$ cat src/rtl/program_counter.sv
// Fetch-stage program counter: start/run/halt sequencing with stall, absolute
// jump and PC-relative branch redirects, plus a saturating retired-instruction count.
//
// state  | meaning
// IDLE   | out of reset, pc parked, waiting for start
// RUN    | fetching; pc advances, redirects or holds each cycle
// HALTED | halt retired; pc and retired frozen until start
module program_counter #(
    parameter int PC_W     = 10,
    parameter int OFF_W    = 6,
    parameter int RESET_PC = 0,
    parameter int CNT_W    = 16
) (
    input  logic             clk,
    input  logic             reset,
    input  logic             start,
    input  logic [PC_W-1:0]  start_addr,
    input  logic             stall,
    input  logic             jump_en,
    input  logic [PC_W-1:0]  jump_target,
    input  logic             branch_en,
    input  logic [OFF_W-1:0] branch_off,
    input  logic             halt,
    output logic [PC_W-1:0]  pc,
    output logic             fetch_valid,
    output logic             done,
    output logic [CNT_W-1:0] retired
);

    typedef enum logic [1:0] {
        IDLE   = 2'd0,
        RUN    = 2'd1,
        HALTED = 2'd2
    } state_t;

    localparam logic [PC_W-1:0] RESET_PC_V = PC_W'(RESET_PC);

    state_t            state;
    state_t            state_nxt;
    logic [PC_W-1:0]   pc_nxt;
    logic [CNT_W-1:0]  retired_nxt;
    logic [CNT_W-1:0]  retired_inc;
    logic [PC_W-1:0]   branch_sext;

    assign branch_sext = {{(PC_W-OFF_W){branch_off[OFF_W-1]}}, branch_off};
    assign retired_inc = (&retired) ? retired : retired + CNT_W'(1);

    assign fetch_valid = (state == RUN);
    assign done        = (state == HALTED);

    always_comb begin
        state_nxt   = state;
        pc_nxt      = pc;
        retired_nxt = retired;
        unique case (state)
            IDLE, HALTED: begin
                if (start) begin
                    state_nxt   = RUN;
                    pc_nxt      = start_addr;
                    retired_nxt = '0;
                end
            end
            RUN: begin
                // the halt instruction itself retires unless stalled
                if (!stall) retired_nxt = retired_inc;
                if (halt) begin
                    state_nxt = HALTED;
                end else if (!stall) begin
                    if (jump_en)        pc_nxt = jump_target;
                    else if (branch_en) pc_nxt = pc + branch_sext;
                    else                pc_nxt = pc + PC_W'(1);
                end
            end
            default: begin
                state_nxt = IDLE;
            end
        endcase
    end

    always_ff @(posedge clk) begin
        if (reset) begin
            state   <= IDLE;
            pc      <= RESET_PC_V;
            retired <= '0;
        end else begin
            state   <= state_nxt;
            pc      <= pc_nxt;
            retired <= retired_nxt;
        end
    end

endmodule

$ cat config.mk
export PLATFORM = sky130hd
export DESIGN_NAME = program_counter
export DESIGN_NICKNAME = d
export VERILOG_FILES = /design/src/rtl/program_counter.sv
export SDC_FILE = /design/constraint.sdc
export NUM_CORES = 1
export LEC_CHECK = 0
export CAP_MARGIN = 20
export CORE_ASPECT_RATIO = 1.2
export CORE_MARGIN = 3
export CORE_UTILIZATION = 46
export DETAILED_ROUTE_END_ITERATION = 16
export PLACE_DENSITY = 0.83
export SETUP_SLACK_MARGIN = 0.02
export SLEW_MARGIN = 30
export SYNTH_ARGS = -nofsm -noshare
export SYNTH_HDL_FRONTEND = slang
export SYNTH_SLANG_ARGS = --single-unit
export TNS_END_PERCENT = 30
$ cat constraint.sdc
create_clock -name clk -period 3 [get_ports clk]
set_input_delay 0.6 -clock clk [delete_from_list [all_inputs] [get_ports clk]]
set_output_delay 0.6 -clock clk [all_outputs]
set_load 0.02 [all_outputs]
==> results.ini <==
[yosys]
synth_edf_count=0
synth_warnings=0
yosysUniqueCellTypes=54
synth_top_cell_area_share=0.294
synth_ff_type=dfxtp_1
synth_area_um2=1910
ys_seq_area_frac=0.294
async_flop_share=0
synth.avg_cell_area_um2=8.01
ys_ff_latch=28
syn-num-nets=278
netlist_instances=238
synth_area_leaders=dfxtp_1, nor2_1, nand2_1
yosys.area.top_type=dfxtp_1

[sta]
tns_ns=0
worst_pin_slew_ns=0.701
fmax_mhz=353
max_slew_margin=0.531
final-hold-violation-count=0
period_minus_slack_ns=2.83
setup_viol=0
clock_skew_ns=0.00529
layout_setup_ws_ns=0.168
fin_crit_sh=0.944
rsz0062_at_grt=no
maxSlewViolCount=0

[clocking]
clock-root-buffer=clkbuf_8
clkSinkCount=28
cts_setup_buffers=0
hold_buffers=0
clock_latency_ns=0.28
cts_buffer_depth=2
htreeDepth=1
cts.reportedPaths.clkPinSlew_ns=0.10
cts_tree=built
cts_buffers=3

[detailed_routing]
drt-total-wl_um=5370
drc=0
firstDrtPassIters=5
num_vias=2094
drtIter0Drc=162
wl_per_cell_um=15.0
routed_via_density=5.85
ant_nets=0

[floorplan]
die_w_um=64.8
start_util=0.480
die_y_um=76.5
dieArea_um2=4950
rows=25
core-area_um2=3970
ios=61

[min_path]
hold_path_class=register to register

[global_route]
grt_pass1_wl_um=8690
grt_antenna_before_repair=0
grt-ovfl-total=0
grt_max_degree=20
grt_usage=0.216
grt_pass1_vias=1940

[job]
maxCapViolCount=0

[finish]
fin_cells=358
fillers=334
n_antenna_cell=0
final_layout_size_suffix_gt1_frac=0.0757
regArea_um2=561
syn_to_final_growth_pct=41.3
layout.nets=345
multi_input_area_um2=1290

[setup_path]
critPathMaxFanout=3
crit_required_ns=3.17
cp.arrival_ns=3.00
worst-setup-path-type=input port to register
worstSetupStartpointType=input port
worstSetupEndpointType=register

[placed_design]
pre_cts_slack_ns=-0.313
dp_cells=354
port_buffers=60
routabilityCongestion=0.894
post-dp-hpwl_um=4180

[pwr]
peakVddDrop_mv=0.174
total_power_uw=959
p_leak_nw=1.06
power_density_nw_per_um2=356

[outcome]
status=finished, final reports clean

[repair_timing]
action                     CTS  global route
hold endpoints to repair     0             0
setup endpoints to repair    1             0
resized for setup            1             0
[synthesized netlist by cell type (3+ instances only)]
library cell	n
a211oi_1	4
a21oi_1	14
a31oi_1	4
and2_1	6
and3_1	4
and4_1	3
clkbuf_1	9
dfxtp_1	28
ha_1	6
inv_1	5
mux2i_1	8
nand2_1	24
nand2b_1	4
nand3_1	6
nand4_1	4
nor2_1	28
nor3_1	7
nor4_1	3
o211ai_1	6
o21ai_0	5
o311ai_0	3
or3_1	3
xnor2_1	5
xor2_1	6
[cells in the final DEF, fill, tap and decap left out, types with 4 or more instances in the layout]
| cell type | netlist | routed |
|---|---|---|
| a211oi_1 | 4 | 4 |
| nand3_1 | 6 | 6 |
| inv_1 | 5 | 5 |
| nor3_1 | 7 | 7 |
| xor2_1 | 6 | 6 |
| ha_1 | 6 | 6 |
| o21ai_0 | 5 | 5 |
| nand4_1 | 4 | 4 |
| clkdlybuf4s50_1 | 0 | 59 |
| nand2b_1 | 4 | 4 |
| buf_4 | 0 | 11 |
| and2_1 | 6 | 6 |
| dfxtp_1 | 28 | 28 |
| a31oi_1 | 4 | 4 |
| and3_1 | 4 | 4 |
| nand2_1 | 24 | 24 |
| nor2_1 | 28 | 28 |
| a21oi_1 | 14 | 14 |
| mux2i_1 | 8 | 8 |
| xnor2_1 | 5 | 5 |
| o211ai_1 | 6 | 6 |
[critical path: stages]
cell             delay (ns)
clkdlybuf4s50_1        0.39
nand2b_1               0.14
ha_1                   0.21
fa_1                   0.40
a211oi_1               0.32
o21bai_1               0.20
o211a_1                0.26
o311ai_0               0.35
a31oi_1                0.12
[metrics by stage]
step,hold WS [ns],utilization,cell area (µm²)
floorplan,0.545,-,1910
global placement,0.463,0.660,2620
detailed placement,0.466,0.660,2620
CTS,0.484,0.678,2690
global route,0.508,0.678,2690
finish,0.486,0.678,2690
[area by class of cell]
class	count	share of cell area
multi-input cells	196	0.480
clock buffers	3	0.0153
clock inverters	1	0.0112
inverters	5	0.00697
repair buffers	71	0.253
flip-flops and latches	28	0.208
well taps	54	0.0251
[sequential cells by signal, summed over array words and instances (netlist names)]
signal	count
state	2
retired	16
pc	10
[layer usage]
layer,share of wire,vias to the layer above,global-route usage
li1,-,1034,-
met1,0.43,960,0.265
met2,0.49,89,0.380
met3,0.063,11,0.0310
met4,0.016,0,0.0698
met5,0,-,0
[cell families after synthesis]
family	share of synthesized area
AND/OR/NAND/NOR	0.281
AO/OA/AOI/OAI	0.255
XOR/XNOR	0.0506
adder cells (fa/ha/maj)	0.0499
buffers and inverters	0.0276
flip-flops	0.294
multiplexers	0.0420
[worst paths after layout]
check,from,end,slack [ns],cells after the start
setup / recovery,branch_off[0],pc[8]$_SDFFE_PP0P_,0.17,9
hold / removal,pc[0]$_SDFFE_PP0P_,pc[0]$_SDFFE_PP0P_,0.49,2
setup reg to reg,pc[0]$_SDFFE_PP0P_,pc[8]$_SDFFE_PP0P_,0.67,7
hold reg to reg,pc[0]$_SDFFE_PP0P_,pc[0]$_SDFFE_PP0P_,0.49,2
[power breakdown]
| part | leakage [nW] | internal (mW) | switching (mW) |
|---|---|---|---|
| combinational | 0.793 | 0.127 | 0.124 |
| clock | 0.0357 | 0.179 | 0.123 |
| sequential | 0.228 | 0.385 | 0.0215 |
| total | 1.06 | 0.691 | 0.268 |
Note: power is estimated with default switching activity, not from simulation.
